$ cat src/rtl/sfp_link_pkg.sv
// sfp_link_pkg: shared state encodings and derived sizing for the SFP frame link.
//   C_*_DEF : default frame / stream / RX timeout values used by the modules.
//   N       : stream beats per frame at the default widths.
//   IDX_W   : beat index / word count width at the default widths.
package sfp_link_pkg;

  localparam int C_DATA_FRAME_BIT_DEF = 128;
  localparam int C_STREAM_WIDTH_DEF   = 32;
  localparam int C_RX_TIMEOUT_DEF     = 255;

  function automatic int beats(input int frame_bits, input int word_bits);
    return frame_bits / word_bits;
  endfunction

  // A one-beat frame still needs a 1-bit index register.
  function automatic int idx_bits(input int n);
    return (n > 1) ? $clog2(n) : 1;
  endfunction

  localparam int N     = beats(C_DATA_FRAME_BIT_DEF, C_STREAM_WIDTH_DEF);
  localparam int IDX_W = idx_bits(N);

  typedef enum logic {
    TX_IDLE,
    TX_SEND
  } tx_state_e;

  typedef enum logic [1:0] {
    RX_IDLE,
    RX_RUN,
    RX_DISCARD
  } rx_state_e;

endpackage

$ cat src/rtl/sfp_rx_assembler.sv
// sfp_rx_assembler: rebuilds parallel frames from the incoming stream.
//   clk, rst_n             : clock, async active-low reset
//   i_channel_up           : link up; low aborts a partial frame silently
//   i_tdata/i_tvalid/i_tlast : RX stream (never back-pressured)
//   o_rx_frame             : last good frame, held until the next good one
//   o_end_flag / o_rx_err  : one-cycle good-frame / dropped-frame pulses
//   o_rx_frame_cnt, o_rx_err_cnt : wrapping event counters
//
// state      | meaning
// RX_IDLE    | no partial frame; next beat starts a new frame
// RX_RUN     | partial frame in the accumulator; idle timer armed
// RX_DISCARD | overlong frame; drop beats through the next tlast
module sfp_rx_assembler
  import sfp_link_pkg::*;
#(
  parameter int C_DATA_FRAME_BIT = C_DATA_FRAME_BIT_DEF,
  parameter int C_STREAM_WIDTH   = C_STREAM_WIDTH_DEF,
  parameter int C_RX_TIMEOUT     = C_RX_TIMEOUT_DEF
) (
  input  logic                        clk,
  input  logic                        rst_n,
  input  logic                        i_channel_up,
  input  logic [C_STREAM_WIDTH-1:0]   i_tdata,
  input  logic                        i_tvalid,
  input  logic                        i_tlast,
  output logic [C_DATA_FRAME_BIT-1:0] o_rx_frame,
  output logic                        o_end_flag,
  output logic                        o_rx_err,
  output logic [15:0]                 o_rx_frame_cnt,
  output logic [15:0]                 o_rx_err_cnt
);

  localparam int NB = beats(C_DATA_FRAME_BIT, C_STREAM_WIDTH);
  localparam int IW = idx_bits(NB);
  localparam int TW = (C_RX_TIMEOUT > 1) ? $clog2(C_RX_TIMEOUT) : 1;
  localparam logic [IW-1:0] LAST_IDX = IW'(NB - 1);
  // Down-counter reloads on every beat; reaching zero after C_RX_TIMEOUT idle cycles.
  localparam logic [TW-1:0] TMO_LOAD = TW'(C_RX_TIMEOUT - 1);

  rx_state_e                   state_q, state_d;
  logic [C_DATA_FRAME_BIT-1:0] acc_q, acc_d;
  logic [C_DATA_FRAME_BIT-1:0] frame_q, frame_d;
  logic [IW-1:0]               cnt_q, cnt_d;
  logic [TW-1:0]               timer_q, timer_d;
  logic                        end_q, end_d;
  logic                        err_q, err_d;
  logic [15:0]                 frame_cnt_q, frame_cnt_d;
  logic [15:0]                 err_cnt_q, err_cnt_d;

  always_comb begin
    state_d     = state_q;
    acc_d       = acc_q;
    frame_d     = frame_q;
    cnt_d       = cnt_q;
    timer_d     = timer_q;
    end_d       = 1'b0;
    err_d       = 1'b0;
    frame_cnt_d = frame_cnt_q;
    err_cnt_d   = err_cnt_q;
    if (!i_channel_up) begin
      state_d = RX_IDLE;
      cnt_d   = '0;
    end else begin
      case (state_q)
        RX_IDLE, RX_RUN: begin
          if (i_tvalid) begin
            // A beat always beats the timeout, even in the terminal cycle.
            acc_d   = (acc_q << C_STREAM_WIDTH) | C_DATA_FRAME_BIT'(i_tdata);
            timer_d = TMO_LOAD;
            if (i_tlast) begin
              state_d = RX_IDLE;
              cnt_d   = '0;
              if (cnt_q == LAST_IDX) begin
                frame_d     = acc_d;
                end_d       = 1'b1;
                frame_cnt_d = frame_cnt_q + 16'd1;
              end else begin
                err_d     = 1'b1;
                err_cnt_d = err_cnt_q + 16'd1;
              end
            end else if (cnt_q == LAST_IDX) begin
              err_d     = 1'b1;
              err_cnt_d = err_cnt_q + 16'd1;
              cnt_d     = '0;
              state_d   = RX_DISCARD;
            end else begin
              cnt_d   = cnt_q + 1'b1;
              state_d = RX_RUN;
            end
          end else if (state_q == RX_RUN) begin
            if (timer_q == '0) begin
              err_d     = 1'b1;
              err_cnt_d = err_cnt_q + 16'd1;
              cnt_d     = '0;
              state_d   = RX_IDLE;
            end else begin
              timer_d = timer_q - 1'b1;
            end
          end
        end
        RX_DISCARD: begin
          if (i_tvalid && i_tlast) state_d = RX_IDLE;
        end
        default: state_d = RX_IDLE;
      endcase
    end
  end

  always_ff @(posedge clk or negedge rst_n) begin
    if (!rst_n) begin
      state_q     <= RX_IDLE;
      acc_q       <= '0;
      frame_q     <= '0;
      cnt_q       <= '0;
      timer_q     <= TMO_LOAD;
      end_q       <= 1'b0;
      err_q       <= 1'b0;
      frame_cnt_q <= '0;
      err_cnt_q   <= '0;
    end else begin
      state_q     <= state_d;
      acc_q       <= acc_d;
      frame_q     <= frame_d;
      cnt_q       <= cnt_d;
      timer_q     <= timer_d;
      end_q       <= end_d;
      err_q       <= err_d;
      frame_cnt_q <= frame_cnt_d;
      err_cnt_q   <= err_cnt_d;
    end
  end

  assign o_rx_frame     = frame_q;
  assign o_end_flag     = end_q;
  assign o_rx_err       = err_q;
  assign o_rx_frame_cnt = frame_cnt_q;
  assign o_rx_err_cnt   = err_cnt_q;

endmodule

$ cat src/rtl/sfp_frame_link.sv
// sfp_frame_link: bridge between the MPS control block and the SFP transceiver.
//   S_AXI_ACLK, S_AXI_ARESETN : clock, async active-low reset
//   i_channel_up              : transceiver link up
//   i_sfp_start_flag, i_tx_frame, o_tx_en : TX frame request / ready
//   m_axis_*                  : TX stream, most significant word first
//   s_axis_*                  : RX stream into sfp_rx_assembler
//   o_rx_frame, o_sfp_end_flag, o_rx_err : RX frame and event pulses
//   o_tx_frame_cnt, o_rx_frame_cnt, o_rx_err_cnt : wrapping counters
//
// state   | meaning
// TX_IDLE | waiting for a start pulse; o_tx_en follows link up
// TX_SEND | shifting the latched frame out one word per handshake
module sfp_frame_link
  import sfp_link_pkg::*;
#(
  parameter int C_DATA_FRAME_BIT = C_DATA_FRAME_BIT_DEF,
  parameter int C_STREAM_WIDTH   = C_STREAM_WIDTH_DEF,
  parameter int C_RX_TIMEOUT     = C_RX_TIMEOUT_DEF
) (
  input  logic                        S_AXI_ACLK,
  input  logic                        S_AXI_ARESETN,
  input  logic                        i_channel_up,
  input  logic                        i_sfp_start_flag,
  input  logic [C_DATA_FRAME_BIT-1:0] i_tx_frame,
  output logic                        o_tx_en,
  output logic [C_STREAM_WIDTH-1:0]   m_axis_tdata,
  output logic                        m_axis_tvalid,
  output logic                        m_axis_tlast,
  input  logic                        m_axis_tready,
  input  logic [C_STREAM_WIDTH-1:0]   s_axis_tdata,
  input  logic                        s_axis_tvalid,
  input  logic                        s_axis_tlast,
  output logic [C_DATA_FRAME_BIT-1:0] o_rx_frame,
  output logic                        o_sfp_end_flag,
  output logic                        o_rx_err,
  output logic [15:0]                 o_tx_frame_cnt,
  output logic [15:0]                 o_rx_frame_cnt,
  output logic [15:0]                 o_rx_err_cnt
);

  localparam int NB = beats(C_DATA_FRAME_BIT, C_STREAM_WIDTH);
  localparam int IW = idx_bits(NB);
  localparam logic [IW-1:0] LAST_IDX = IW'(NB - 1);

  tx_state_e                   state_q, state_d;
  logic [C_DATA_FRAME_BIT-1:0] shreg_q, shreg_d;
  logic [IW-1:0]               idx_q, idx_d;
  logic                        tvalid_q, tvalid_d;
  logic                        tx_en_q, tx_en_d;
  logic [15:0]                 tx_cnt_q, tx_cnt_d;
  logic                        last_beat;

  assign last_beat = (idx_q == LAST_IDX);

  always_comb begin
    state_d  = state_q;
    shreg_d  = shreg_q;
    idx_d    = idx_q;
    tvalid_d = tvalid_q;
    tx_en_d  = tx_en_q;
    tx_cnt_d = tx_cnt_q;
    if (!i_channel_up) begin
      // Transceiver is held in reset: abandon the frame without counting it.
      state_d  = TX_IDLE;
      tvalid_d = 1'b0;
      tx_en_d  = 1'b0;
    end else begin
      case (state_q)
        TX_IDLE: begin
          tx_en_d = 1'b1;
          if (i_sfp_start_flag && tx_en_q) begin
            shreg_d  = i_tx_frame;
            idx_d    = '0;
            tvalid_d = 1'b1;
            tx_en_d  = 1'b0;
            state_d  = TX_SEND;
          end
        end
        TX_SEND: begin
          tx_en_d = 1'b0;
          if (tvalid_q && m_axis_tready) begin
            shreg_d = shreg_q << C_STREAM_WIDTH;
            idx_d   = idx_q + 1'b1;
            if (last_beat) begin
              // Ready is raised as the FSM returns to idle so start-to-start is N+1.
              tvalid_d = 1'b0;
              tx_en_d  = 1'b1;
              tx_cnt_d = tx_cnt_q + 16'd1;
              state_d  = TX_IDLE;
            end
          end
        end
        default: state_d = TX_IDLE;
      endcase
    end
  end

  always_ff @(posedge S_AXI_ACLK or negedge S_AXI_ARESETN) begin
    if (!S_AXI_ARESETN) begin
      state_q  <= TX_IDLE;
      shreg_q  <= '0;
      idx_q    <= '0;
      tvalid_q <= 1'b0;
      tx_en_q  <= 1'b0;
      tx_cnt_q <= '0;
    end else begin
      state_q  <= state_d;
      shreg_q  <= shreg_d;
      idx_q    <= idx_d;
      tvalid_q <= tvalid_d;
      tx_en_q  <= tx_en_d;
      tx_cnt_q <= tx_cnt_d;
    end
  end

  assign o_tx_en        = tx_en_q;
  assign m_axis_tdata   = shreg_q[C_DATA_FRAME_BIT-1 -: C_STREAM_WIDTH];
  assign m_axis_tvalid  = tvalid_q;
  assign m_axis_tlast   = tvalid_q & last_beat;
  assign o_tx_frame_cnt = tx_cnt_q;

  sfp_rx_assembler #(
    .C_DATA_FRAME_BIT (C_DATA_FRAME_BIT),
    .C_STREAM_WIDTH   (C_STREAM_WIDTH),
    .C_RX_TIMEOUT     (C_RX_TIMEOUT)
  ) u_rx (
    .clk            (S_AXI_ACLK),
    .rst_n          (S_AXI_ARESETN),
    .i_channel_up   (i_channel_up),
    .i_tdata        (s_axis_tdata),
    .i_tvalid       (s_axis_tvalid),
    .i_tlast        (s_axis_tlast),
    .o_rx_frame     (o_rx_frame),
    .o_end_flag     (o_sfp_end_flag),
    .o_rx_err       (o_rx_err),
    .o_rx_frame_cnt (o_rx_frame_cnt),
    .o_rx_err_cnt   (o_rx_err_cnt)
  );

endmodule

$ cat config.mk
export PLATFORM = sky130hd
export DESIGN_NAME = sfp_frame_link
export DESIGN_NICKNAME = d
export VERILOG_FILES = /design/src/rtl/sfp_link_pkg.sv /design/src/rtl/sfp_rx_assembler.sv /design/src/rtl/sfp_frame_link.sv
export SDC_FILE = /design/constraint.sdc
export NUM_CORES = 1
export LEC_CHECK = 0
export ABC_AREA = 1
export BUFFER_PORTS_ARGS = -buffer_cell sky130_fd_sc_hd__buf_2
export CORE_AREA = 2 2 284 286
export DETAILED_ROUTE_END_ITERATION = 8
export DIE_AREA = 0 0 286 288
export PLACE_DENSITY = 0.5
export REMOVE_ABC_BUFFERS = 1
export SETUP_SLACK_MARGIN = 0.5
export SYNTH_ARGS = -nofsm -noshare
export SYNTH_HDL_FRONTEND = slang
export SYNTH_SLANG_ARGS = --single-unit
$ cat constraint.sdc
create_clock -name S_AXI_ACLK -period 1.9 [get_ports S_AXI_ACLK]
set_clock_uncertainty 0.15 [all_clocks]
set_input_delay 0.19 -clock S_AXI_ACLK [delete_from_list [all_inputs] [get_ports S_AXI_ACLK]]
set_output_delay 0.19 -clock S_AXI_ACLK [all_outputs]
set_load 0.03 [all_outputs]
After elaboration in Yosys (flattened, before gate mapping)
Index checks and enable logic that the tools add are counted.

storage, ports and cells
  register bits = 419
  latch bits = 0
  RAM bits = 0
  ROM bits = 0
  output and inout port bits = 213
  word-level logic and storage cells = 114
  memories = 0

operators by class
  add/sub/neg operators = 6
  multiply operators = 0
  divide/modulo/power cells = 0
  order comparisons = 0
  equality and inequality tests = 18
  shifts and indexed selects = 0
  multiplexer cells = 55
  bitwise logic cells = 3
  reductions and logical operators = 17

operators with widths
  operator                                                                 count
  128-bit 2-to-1 mux                                                       2
  128-bit case mux with 2 select lines                                     1
  128-bit by 32-bit bitwise OR with 128-bit output                         1
  16-bit 2-to-1 mux                                                        6
  16-bit by 1-bit adder with 16-bit output, second input constant          3
  2-bit 2-to-1 mux                                                         14
  1-bit 2-to-1 mux                                                         24
  8-bit 2-to-1 mux                                                         3
  3-bit AND reduction                                                      5
  3-bit by 1-bit inequality test with 1-bit output, second input constant  3
  3-bit by 2-bit inequality test with 1-bit output, second input constant  3
  8-bit logical NOT                                                        1
  4-bit by 3-bit inequality test with 1-bit output, second input constant  2
  2-bit case mux with 2 select lines                                       2
  4-bit AND reduction                                                      2
  8-bit by 1-bit subtractor with 8-bit output, second input constant       1
  2-bit equality test, second input constant                               3
  3-bit inequality test, second input constant                             2
  1-bit case mux with 2 select lines                                       3
  6-bit AND reduction                                                      1
  5-bit AND reduction                                                      1
  2-bit by 1-bit adder with 2-bit output, second input constant            2
  2-bit by 1-bit inequality test with 1-bit output, second input constant  2
  2-bit inequality test, second input constant                             2
  7 further kinds                                                          10

Depth between registers and ports, before layout
Gate-level depths: netlist (run 1).

  word-level depth = 6
  gate-level depth with buffers = 9
  gate-level depth less buffers = 9

Modules after synthesis
From an unflattened synthesis (run 1), not the netlist that was laid out.

unflattened totals
  cells, all modules = 2207
  area total of the unflattened synthesis = 18587.8 um^2

modules (own cells, without submodules)
  module            instances  cells each  area each (um^2)
  sfp_rx_assembler  1          1246        11121.9
  sfp_frame_link    1          961         7465.9

Least setup slack after synthesis (run 1)
Ideal clock, no wire load.

  path kind = register to register
  from = reg u_rx.err_cnt_q[0], in the netlist u_rx.o_rx_err_cnt[0]
  to = reg u_rx.err_cnt_q[8], in the netlist u_rx.o_rx_err_cnt[8]
  library setup time = 0.118 ns
  arrival time = 1.443 ns
  path slack = 0.188 ns
  stages on the path, launching flop included = 8
  cells stage by stage = dfrtp_1 > ha_1 > inv_1 > nor2_1 > nand2_1 > xnor2_1 > nand2_1 > nand2_1

between the ends
  word-level cells in the longest chain between the ends = 4
  elaborated cells on any way between the ends = 7

RTL lines
  what                                         RTL line                                                                text
  start: declaration                           sfp_rx_assembler.sv:48                                                  logic [15:0] err_cnt_q, err_cnt_d;
  start signal: assignment                     sfp_rx_assembler.sv:129                                                 err_cnt_q <= err_cnt_d;
  16-bit by 1-bit adder with 16-bit output *   sfp_rx_assembler.sv:79, sfp_rx_assembler.sv:83, sfp_rx_assembler.sv:93
  16-bit 2-to-1 mux, on equally long branches  sfp_rx_assembler.sv:91, sfp_rx_assembler.sv:73, sfp_rx_assembler.sv:81
  16-bit 2-to-1 mux, on equally long branches  sfp_rx_assembler.sv:90, sfp_rx_assembler.sv:70
  16-bit 2-to-1 mux *                          sfp_rx_assembler.sv:66                                                  if (i_tvalid) begin

Mark *: on every way between the ends. The rest lies on a longest branch, timed or not. The select of a mux whose other input is x is not followed.
A chain may end at the register's enable or synchronous reset.

Worst setup path in the final report (run 1)
  from = reg u_rx.cnt_q[0]
  to = reg u_rx.frame_q[55], in the netlist u_rx.o_rx_frame[55]

between the ends
  word-level cells in the longest chain between the ends = 2

RTL lines
  what                           RTL line                 text
  start: declaration             sfp_rx_assembler.sv:43   logic [IW-1:0] cnt_q, cnt_d;
  start signal: assignment       sfp_rx_assembler.sv:124  cnt_q <= cnt_d;
  2-bit equality test            sfp_rx_assembler.sv:73   if (cnt_q == LAST_IDX) begin
  5-bit AND reduction (no line)  --
  end signal: assignment         sfp_rx_assembler.sv:123  frame_q <= frame_d;
  end: declaration               sfp_rx_assembler.sv:42   logic [C_DATA_FRAME_BIT-1:0] frame_q, frame_d;

Every way passes these cells.

==> metrics, run 1 <==
dpl ws -44.4 ps; Core Rows 104; critical path launch point type register; Critical Path RT 2230 ps; Final Critical Period 1770 ps; post-synthesis sequential area ratio 58.0%; initial DRC count 912; Finished Layout Cells 3864; Worst-Skew Late Latency 590 ps; CP endpoint kind register; Routability Congestion 0.758; design area 30500 um2; failing checks hold timing; Routed WL 64400 um; Yosys top cell by area dfrtp_1; setup violators final 0; CTS Hold Bufs 164; unrepaired setup endpoints after global routing yes; worst r2r src u_rx.cnt_q[0]; Via density 4.25; Distinct cells, synth 33; Static Leak 14.7 nW; IO buf count 379; TritonCTS clock tree yes; H-tree Lvls 2; num ports 380; Slew Limit Headroom 71.0%; Max Cap Viol 0; Syn Area/Cell 8.87 um2; vias in the first global route 16200; cells taking the most area after synthesis dfrtp_1, nand2_1, o21ai_0; post-DP HPWL 33800 um; clock sink total 419; wire per inst 16.7 um; Worst setup startpoint u_rx.cnt_q[0]; post-route setup slack 126 ps; chip height 288 um; Fin. Hold Viols 25; post-synth design cell area 18100 um2; number of antenna violations at the first check in global routing 0; drt drc 0; Reg clk slew, reported paths 60 ps; Post-Place Cells 3421; pwr dens 858 nW/um2; hold slack final -85.9 ps; Ys Warns 0; dpl cell area 21400 um2; Worst VDD drop 577 uV; GRT Residual Overflow 0; Final Max Slew Viols 0; Post-Route Utilization 38.3%; layout net count 2943; Mapped Cells 2040; status finished with violations; Peak Freq 0.564 GHz; largest net degree at the start of global routing 63; fin crit share 93.4%; cts bufs inserted 51; GRT Util Overall 14.3%; worst slew pin tran 435 ps; Synth-to-Final Area Change 68.4%; final antenna-violating net count 0; critical path class reg2reg; n_diodes 0; die area 82400 um2; total number of vias 16400; maximum buffer depth of the clock tree 3; first-pass GRT wire length 93000 um; FILL cells 7850; Crit Path Max Fanout 6; Core Area 79600 um2; root buf cell clkbuf_16; CP arrival 2110 ps; hold crit path type in2async; flops & latches, synth 419; Pre-antenna DRT Iters 5; layout cell share with drive strength beyond 1 41.6%; die width 286 um; top cell type's share of synthesized area 57.0%; Starting Density 22.7%
[registers in the layout, indices dropped and copies added, names as in the netlist, 2 cells and up]
signal / flops
shreg_q: 128
u_rx.o_rx_frame: 128
u_rx.acc_q: 96
o_tx_frame_cnt: 16
u_rx.o_rx_err_cnt: 16
u_rx.o_rx_frame_cnt: 16
u_rx.timer_q: 8
idx_q: 2
u_rx.cnt_q: 2
u_rx.state_q: 2
[through the flow]
step / total power (W) / setup TNS [ps]
after floorplan: 0.0130 / -892510
after global placement: 0.0144 / 0
after detailed placement: 0.0144 / -866
after CTS: 0.0256 / 0
after global routing: 0.0275 / 0
final: 0.0262 / 0
[path summary, 6_finish.rpt]
| kind | slack (ps) | to | cells after the start |
|---|---|---|---|
| max | 130 | u_rx.o_rx_frame[55] | 10 |
| min | -90 | u_rx.o_rx_frame_cnt[15] | 2 |
| max reg2reg | 130 | u_rx.o_rx_frame[55] | 10 |
| min reg2reg | 320 | u_rx.o_rx_frame[86] | 2 |
| max in group asynchronous | 920 | u_rx.o_rx_frame[127] | 4 |
| min in group S_AXI_ACLK | -20 | m_axis_tvalid | 5 |
[cell type report]
cell class	count	area [um2]	area share, %
Inverter	220	833	2.73
Timing Repair Buffer	804	8030	26.3
Clock buffer	74	1480	4.87
Tap cell	1060	1330	4.35
Sequential cell	419	10500	34.5
Multi-Input combinational cell	1270	8050	26.4
Clock inverter	17	254	0.833
[worst max-delay path, stage by stage, from the launching register on]
cell,delay (ps)
dfrtp_1,390
ha_4,180
inv_4,50
nor2_4,120
nand2_8,90
buf_12,130
buf_16,140
buf_12,150
buf_8,140
nand2_2,40
o21ai_1,60
[logic make-up after synthesis]
logic type | Yosys count | synth area share, %
compound gates | 416 | 12.1
xor+xnor | 27 | 1.31
fa+ha+maj | 10 | 0.691
buf+inv | 358 | 9.15
flops | 419 | 58.0
mux | 28 | 1.55
simple gates | 782 | 17.2
[synth_stat cells (all sizes together)]
master,number
nand3,63
xor2,16
dfrtp,412
mux2i,28
a21oi,63
xnor2,11
buf,94
o211ai,36
clkbuf,44
inv,220
dfstp,7
nor2,137
ha,10
nand2,566
o21ai,317
nand4,13
nand3b,3
[cell usage in the layout (no fill, tap or decap), types with 4 or more instances in the layout]
cell type      instances
dfrtp_1              407
buf_2                372
nand2_1              345
inv_1                209
dlygate4sd3_1        163
o21ai_0              141
nand2_2              127
o21ai_2              108
nor2_1                98
nand2_4               93
clkbuf_16             77
buf_4                 69
o21ai_1               60
nand3_1               53
buf_16                52
buf_12                51
buf_6                 49
a21oi_1               39
o211ai_1              36
mux2i_1               26
nor2_4                25
a21oi_2               22
buf_8                 19
xor2_1                16
nor2_2                13
nand4_1               13
clkbuf_8              12
clkbuf_1              11
xnor2_1               10
inv_2                  8
o21ai_4                8
nand2_8                8
nand3_4                7
clkinv_2               7
dfstp_2                7
ha_1                   6
bufinv_16              5
dfrtp_2                4
[what timing repair did]
action | in CTS | in global routing
setup endpoints to repair | 629 | 630
setup buffers | 73 | 31
cloned | 52 | 32
pin swaps | 58 | 71
endpoints found under the hold margin | 626 | 25
resized for setup | 390 | 532
[power breakdown]
part	total, W	switching (W)	internal, W	leakage (nW)
Combinational	0.00508	0.00289	0.00219	8.48
Sequential	0.0109	0.000707	0.0102	5.37
Clock	0.0102	0.00407	0.00610	0.854
[per-layer routing]
layer,GRT usage (%),vias to the layer above,part of all wire (%)
met5,0,-,0
met4,3.80,0,1.9
met3,3.27,85,5.6
met2,24.2,400,51
met1,18.2,7951,42
li1,-,7991,-
(Power assumes the default switching activity.)
==> inputs of run 2 (changes only) <==
--- a/config.mk
+++ b/config.mk
@@ -6,11 +6,14 @@
 export NUM_CORES = 1
 export LEC_CHECK = 0
 export ABC_AREA = 1
-export BUFFER_PORTS_ARGS = -buffer_cell sky130_fd_sc_hd__buf_2
+export CELL_PAD_IN_SITES_DETAIL_PLACEMENT = 0
+export CELL_PAD_IN_SITES_GLOBAL_PLACEMENT = 1
 export CORE_AREA = 2 2 284 286
 export DETAILED_ROUTE_END_ITERATION = 8
 export DIE_AREA = 0 0 286 288
-export PLACE_DENSITY = 0.5
+export DONT_BUFFER_PORTS = 1
+export MAX_ROUTING_LAYER = met4
+export PLACE_DENSITY = 0.54
 export REMOVE_ABC_BUFFERS = 1
 export SETUP_SLACK_MARGIN = 0.5
 export SYNTH_ARGS = -nofsm -noshare
==> run 2 against run 1 <==
Compared with the run above: the flow still finishes with violations (hold timing); wire length grew 2.9%; non-clock buffer count shrank 361; register-to-register slack gained 20 ps; cell area shrank 4.2%; combinational power shrank 7.9%; sequential power grew 7%; critical path depth shrank 3; clock power is essentially flat; global-route usage shrank 1.3 points; final cell count shrank 9.2%; first-iteration DRC count shrank 17%; largest cell class unchanged.
==> metrics, run 2 (synthesis gave the netlist of run 1 again) <==
DR WL met3 5210 um; first-pass GRT wire length 82400 um; WL met1 26400 um; Reg clk slew, reported paths 60 ps; Worst VDD drop 751 uV; Static Leak 12.8 nW; Crit Path Max Fanout 8; status finished with violations; TritonCTS clock tree yes; Peak Freq 0.571 GHz; critical path class reg2reg; H-tree Lvls 2; unrepaired setup endpoints after global routing yes; Worst path most repeated cell nand2_8; layout cell share with drive strength beyond 1 42.5%; GRT Util Overall 12.9%; die area 82400 um2; num ports 380; Via density 4.38; Max Cap Viol 0; Worst path slowest cell dfrtp_4; Critical Path RT 2280 ps; Slowest Stage Delay on Critical Path 550 ps; cts bufs inserted 51; die width 286 um; root buf cell clkbuf_16; Routability Congestion 0.799; vias in the first global route 14300; worst slew pin tran 1190 ps; hold slack final -854 ps; largest net degree at the start of global routing 420; number of antenna violations at the first check in global routing 3; total number of vias 15400; initial DRC count 755; chip height 288 um; failing checks hold timing; Worst R2R Path Depth 7; Final Max Slew Viols 0; Routed WL 66200 um; clock sink total 419; setup violators final 0; final antenna-violating net count 0; met2 wire len 33400 um; drt drc 0; CP endpoint kind register; layout net count 2582; maximum buffer depth of the clock tree 3; Synth-to-Final Area Change 61.3%; worst path bufs/invs 2; hold crit path type in2async; CP delay by family, top flip-flops; most frequent cells in the layout nand2_1, dfrtp_1, inv_1; fin crit share 92.2%; GRT Residual Overflow 0; critical path launch point type register; Critical Path Stages 7; IO buf count 0; setup_tns 0 ps; post-DP HPWL 31600 um; Starting Density 22.7%; Pre-antenna DRT Iters 5; CP Cell Sequence nor2_8 > nand2_8 > nand2_8 > buf_12 > clkbuf_16 > nor2_4 > a21oi_2; Post-Route Utilization 36.6%; Top Metal Used met4; Core Rows 104; Fin. Hold Viols 497; wire per inst 18.9 um; commonest non-fill, non-tap cell in the layout nand2_1; total power 0.0266 W; pwr dens 912 nW/um2; Worst-Skew Late Latency 610 ps; CP arrival 2130 ps; Final Critical Period 1750 ps; Core Area 79600 um2; Slew Limit Headroom 20.6%
==> run 2: cell count changes in the layout (fill, tap and decap cells not counted), moves of 35 or more <==
cell | previous run | this run
nor2_1 | 98 | 57
nor2_4 | 25 | 66
a21oi_2 | 22 | 58
a21oi_1 | 39 | 4
dfrtp_1 | 407 | 235
nand2_1 | 345 | 398
buf_2 | 372 | 0
dfrtp_2 | 4 | 175
o21ai_1 | 60 | 110
o21ai_0 | 141 | 71
==> run 2: timing repair <==
action / in CTS / in global routing
cloned: 14 / 89
buffers inserted: 20 / 84
gates resized for setup: 134 / 1085
hold endpoints to repair: 722 / 539
pin swaps: 27 / 65
hold buffers: 164 / 1
endpoints found under the setup margin: 622 / 629
==> run 2: path summary, 6_finish.rpt <==
check / slack [ps] / startpoint / endpoint
worst max-delay path: 150 / state_q / shreg_q[98]
worst min-delay path: -850 / S_AXI_ARESETN / u_rx.acc_q[77]
worst max register to register: 150 / state_q / shreg_q[98]
worst min register to register: 320 / u_rx.timer_q[7] / u_rx.timer_q[7]
max in group asynchronous: 1400 / S_AXI_ARESETN / shreg_q[102]
min in group S_AXI_ACLK: -420 / s_axis_tvalid / u_rx.timer_q[3]
==> run 2: routing by layer <==
layer	vias up	GRT usage, %
met1	7617	15.4
met3	86	5.15
met4	0	3.27
met5	-	-
li1	7275	-
met2	379	20.3
==> run 2: report_power, final <==
part           internal (W)  switching [W]  leakage (nW)
combinational       0.00233        0.00235          6.81
sequential           0.0103        0.00142          5.11
clock               0.00612        0.00414         0.851
total                0.0187        0.00791          12.8
==> run 2: layout make-up <==
cell class	count	area, um2
multi-input combinational	1270	8440
tap	1060	1330
inverter	220	841
timing repair buffer	443	6100
clock inverter	19	268
clock buffer	74	1480
sequential	419	10700
fill	7881	50500
antenna	2	5.00
==> run 2: metrics by stage <==
| stage | hold WS [ps] | cell area [um2] | setup slack, ps | std cells |
|---|---|---|---|---|
| after floorplan | -256 | 17300 | -3520 | 1902 |
| after global placement | -233 | 19400 | -38.8 | 3040 |
| after detailed placement | -236 | 19400 | -79.3 | 3040 |
| after CTS | -897 | 23700 | 184 | 3331 |
| after global routing | -901 | 29200 | 99.3 | 3507 |
| final | -854 | 29200 | 149 | 3507 |
==> inputs of run 3 (changes only) <==
--- a/config.mk
+++ b/config.mk
@@ -8,14 +8,17 @@
 export ABC_AREA = 1
 export CELL_PAD_IN_SITES_DETAIL_PLACEMENT = 0
 export CELL_PAD_IN_SITES_GLOBAL_PLACEMENT = 1
-export CORE_AREA = 2 2 284 286
+export CORE_AREA = 2 2 288 290
+export CTS_BUF_LIST = sky130_fd_sc_hd__clkbuf_8
 export DETAILED_ROUTE_END_ITERATION = 8
-export DIE_AREA = 0 0 286 288
+export DIE_AREA = 0 0 290 292
 export DONT_BUFFER_PORTS = 1
 export MAX_ROUTING_LAYER = met4
 export PLACE_DENSITY = 0.54
 export REMOVE_ABC_BUFFERS = 1
 export SETUP_SLACK_MARGIN = 0.5
+export SKIP_CTS_REPAIR_TIMING = 1
 export SYNTH_ARGS = -nofsm -noshare
 export SYNTH_HDL_FRONTEND = slang
+export SYNTH_HIERARCHICAL = 1
 export SYNTH_SLANG_ARGS = --single-unit
==> run 3 against run 2 <==
Compared with the run above: largest cell class unchanged; register-to-register slack worse by 50 ps; sequential share of layout area is 5.6 points higher; wire length is 9.4% lower; core utilization is 6.3 points lower; critical path type unchanged; sequential power is 3% lower; via count is 0.76% lower; the run ends with hold timing, slew limit left; final cell count is 2.5% higher; global-route usage hardly changed; sequential cell count stayed put; first-iteration DRC count is 8.2% higher; synthesized cell count is 8.2% higher; non-clock buffer count is 131 lower.
==> metrics, run 3 <==
status finished with violations; failing checks hold timing, slew limit; Reg clk slew, reported paths 60 ps; top cell type's share of synthesized area 55.5%; Post-Place Cells 3225; Distinct cells, synth 34; layout cell share with drive strength beyond 1 14.1%; die width 290 um; num ports 380; critical path launch point type register; Sw Share 30.0%; post-synthesis sequential area ratio 56.5%; chip height 292 um; Yosys top cell by area dfrtp_1; IO buf count 0; total number of vias 15200; combinational power share 12.8%; Finished Layout Cells 3594; total power 0.0241 W; flops & latches, synth 419; post-DP HPWL 34800 um; Critical Path RT 2310 ps; Internal Power 0.0169 W; R2R Setup Slk 100 ps; Worst-Skew Late Latency 690 ps; die area 84700 um2; hold crit path type in2async; Routed WL 60000 um; unrepaired setup endpoints after global routing yes; Static Leak 11.9 nW; most frequent cell after synthesis nand2_1; area of the multi-input gates 6780 um2; root buf cell clkbuf_8; dominant synthesized flop cell dfrtp_1; setup violators final 0; first-pass GRT wire length 84300 um; worst r2r src u_rx/cnt_q[0]; Post-synth EDFFs 0; register area 10500 um2; Peak Freq 0.555 GHz; drt drc 0; FILL cells 8635; wire per inst 16.7 um; Synth-to-Final Area Change 33.3%; critical path class reg2reg; Fin. Hold Viols 445; clock sink total 419; maximum buffer depth of the clock tree 3; Crit Path Max Fanout 19; Routability Congestion 0.796; cells taking the most area after synthesis dfrtp_1, nand2_1, o21ai_0; GRT Residual Overflow 0; Final Critical Period 1800 ps; hold slack final -942 ps; Max Cap Viol 0; TritonCTS clock tree yes; Ys Warns 6; Core Area 81600 um2; vias in the first global route 14300; number of antenna violations at the first check in global routing 2; sequential power share 46.7%; H-tree Lvls 3; worst slew pin tran 1750 ps; Worst setup startpoint u_rx/cnt_q[0]; largest net degree at the start of global routing 420; Worst R2R Path Depth 7; top cells by count, synth nand2_1, dfrtp_1, o21ai_0; Final Max Slew Viols 130; Via density 4.24; initial DRC count 817; Worst VDD drop 485 uV; Slew Limit Headroom -16.8%; final antenna-violating net count 0; most frequent cells in the layout nand2_1, dfrtp_1, o21ai_0; Mapped Cells 2207; ys async rst share 100%; Syn Area/Cell 8.42 um2; pwr dens 973 nW/um2; GRT Util Overall 12.9%; Core Rows 105; CP arrival 2220 ps; cts bufs inserted 84; NetSw 0.00723 W; CP endpoint kind register; n_diodes 0; fin crit share 94.9%; Starting Density 22.8%; Clock power frac 40.5%; termination of the worst setup path u_rx/o_rx_frame[79]; layout net count 2639; Pre-antenna DRT Iters 5; commonest non-fill, non-tap cell in the layout nand2_1; post-synth design cell area 18600 um2; end of the worst register-to-register path u_rx/o_rx_frame[79]
-- run 3: changes by cell type in the layout (fill, tap and decap cells not counted), sizes merged, moves of 28 or more --
cell    change
mux2i      -28
nand2     +230
nor2       -68
a21oi      -58
o21ai      +83
buf       -102
o211ai     -36
-- run 3: worst min path at each step --
| stage | from | to | slack, ps |
|---|---|---|---|
| floorplan | S_AXI_ARESETN | idx_q[0] | -260 |
| global placement | S_AXI_ARESETN | shreg_q[115] | -240 |
| detailed placement | S_AXI_ARESETN | shreg_q[116] | -240 |
| CTS | S_AXI_ARESETN | shreg_q[84] | -1040 |
| global route | S_AXI_ARESETN | shreg_q[91] | -1030 |
| finish | S_AXI_ARESETN | shreg_q[83] | -940 |
-- run 3: worst max-delay path: stages (launching register included) --
cell,delay [ps]
dfrtp_1,400
ha_2,200
inv_2,50
nor3_4,250
buf_6,180
inv_16,90
clkbuf_16,210
o21ai_1,140
-- run 3: power groups by stage --
| stage | registers, W | clock network, W | logic [W] |
|---|---|---|---|
| after global routing | 0.0114 | 0.0107 | 0.00355 |
| final | 0.0113 | 0.00976 | 0.00310 |
| after floorplan | 0.0113 | 0 | 0.00161 |
| after global placement | 0.0114 | 0 | 0.00243 |
| after detailed placement | 0.0114 | 0 | 0.00249 |
| after CTS | 0.0112 | 0.0102 | 0.00250 |
-- run 3: logic make-up after synthesis --
| family | Yosys count | synth area share (%) |
|---|---|---|
| adder cells (fa/ha/maj) | 9 | 0.606 |
| XOR/XNOR | 23 | 1.08 |
| AO/OA/AOI/OAI | 415 | 11.4 |
| buffers and inverters | 363 | 9.49 |
| AND/OR/NAND/NOR | 978 | 21.0 |
| flip-flops | 419 | 56.5 |
-- run 3: area by class of cell --
| cell class | instances | area share (%) |
|---|---|---|
| tap | 1070 | 5.40 |
| inverter | 217 | 3.46 |
| timing repair buffer | 312 | 14.3 |
| clock buffer | 105 | 5.83 |
| clock inverter | 42 | 1.28 |
| sequential | 419 | 42.4 |
| multi-input combinational | 1429 | 27.4 |
-- run 3: through the flow --
step | TNS, ps | setup WS (ps) | cell area, um2 | hold WS, ps | util, %
3_5_place_dp | 0 | 95.2 | 20000 | -241 | 24.5
5_1_grt | 0 | 35.6 | 24800 | -1030 | 30.4
3_3_place_gp | 0 | 98.0 | 20000 | -239 | 24.5
2_1_floorplan | -574860 | -2210 | 17600 | -256 | -
4_1_cts | -119 | -119 | 21800 | -1040 | 26.7
6_report | 0 | 96.9 | 24800 | -942 | 30.4
-- run 3: metal layers --
metal  global-route usage [%]  routed length (um)
met5                        -                   0
met4                     4.29                1220
met3                     4.67                4500
met2                     19.6               27200
met1                     16.0               27100
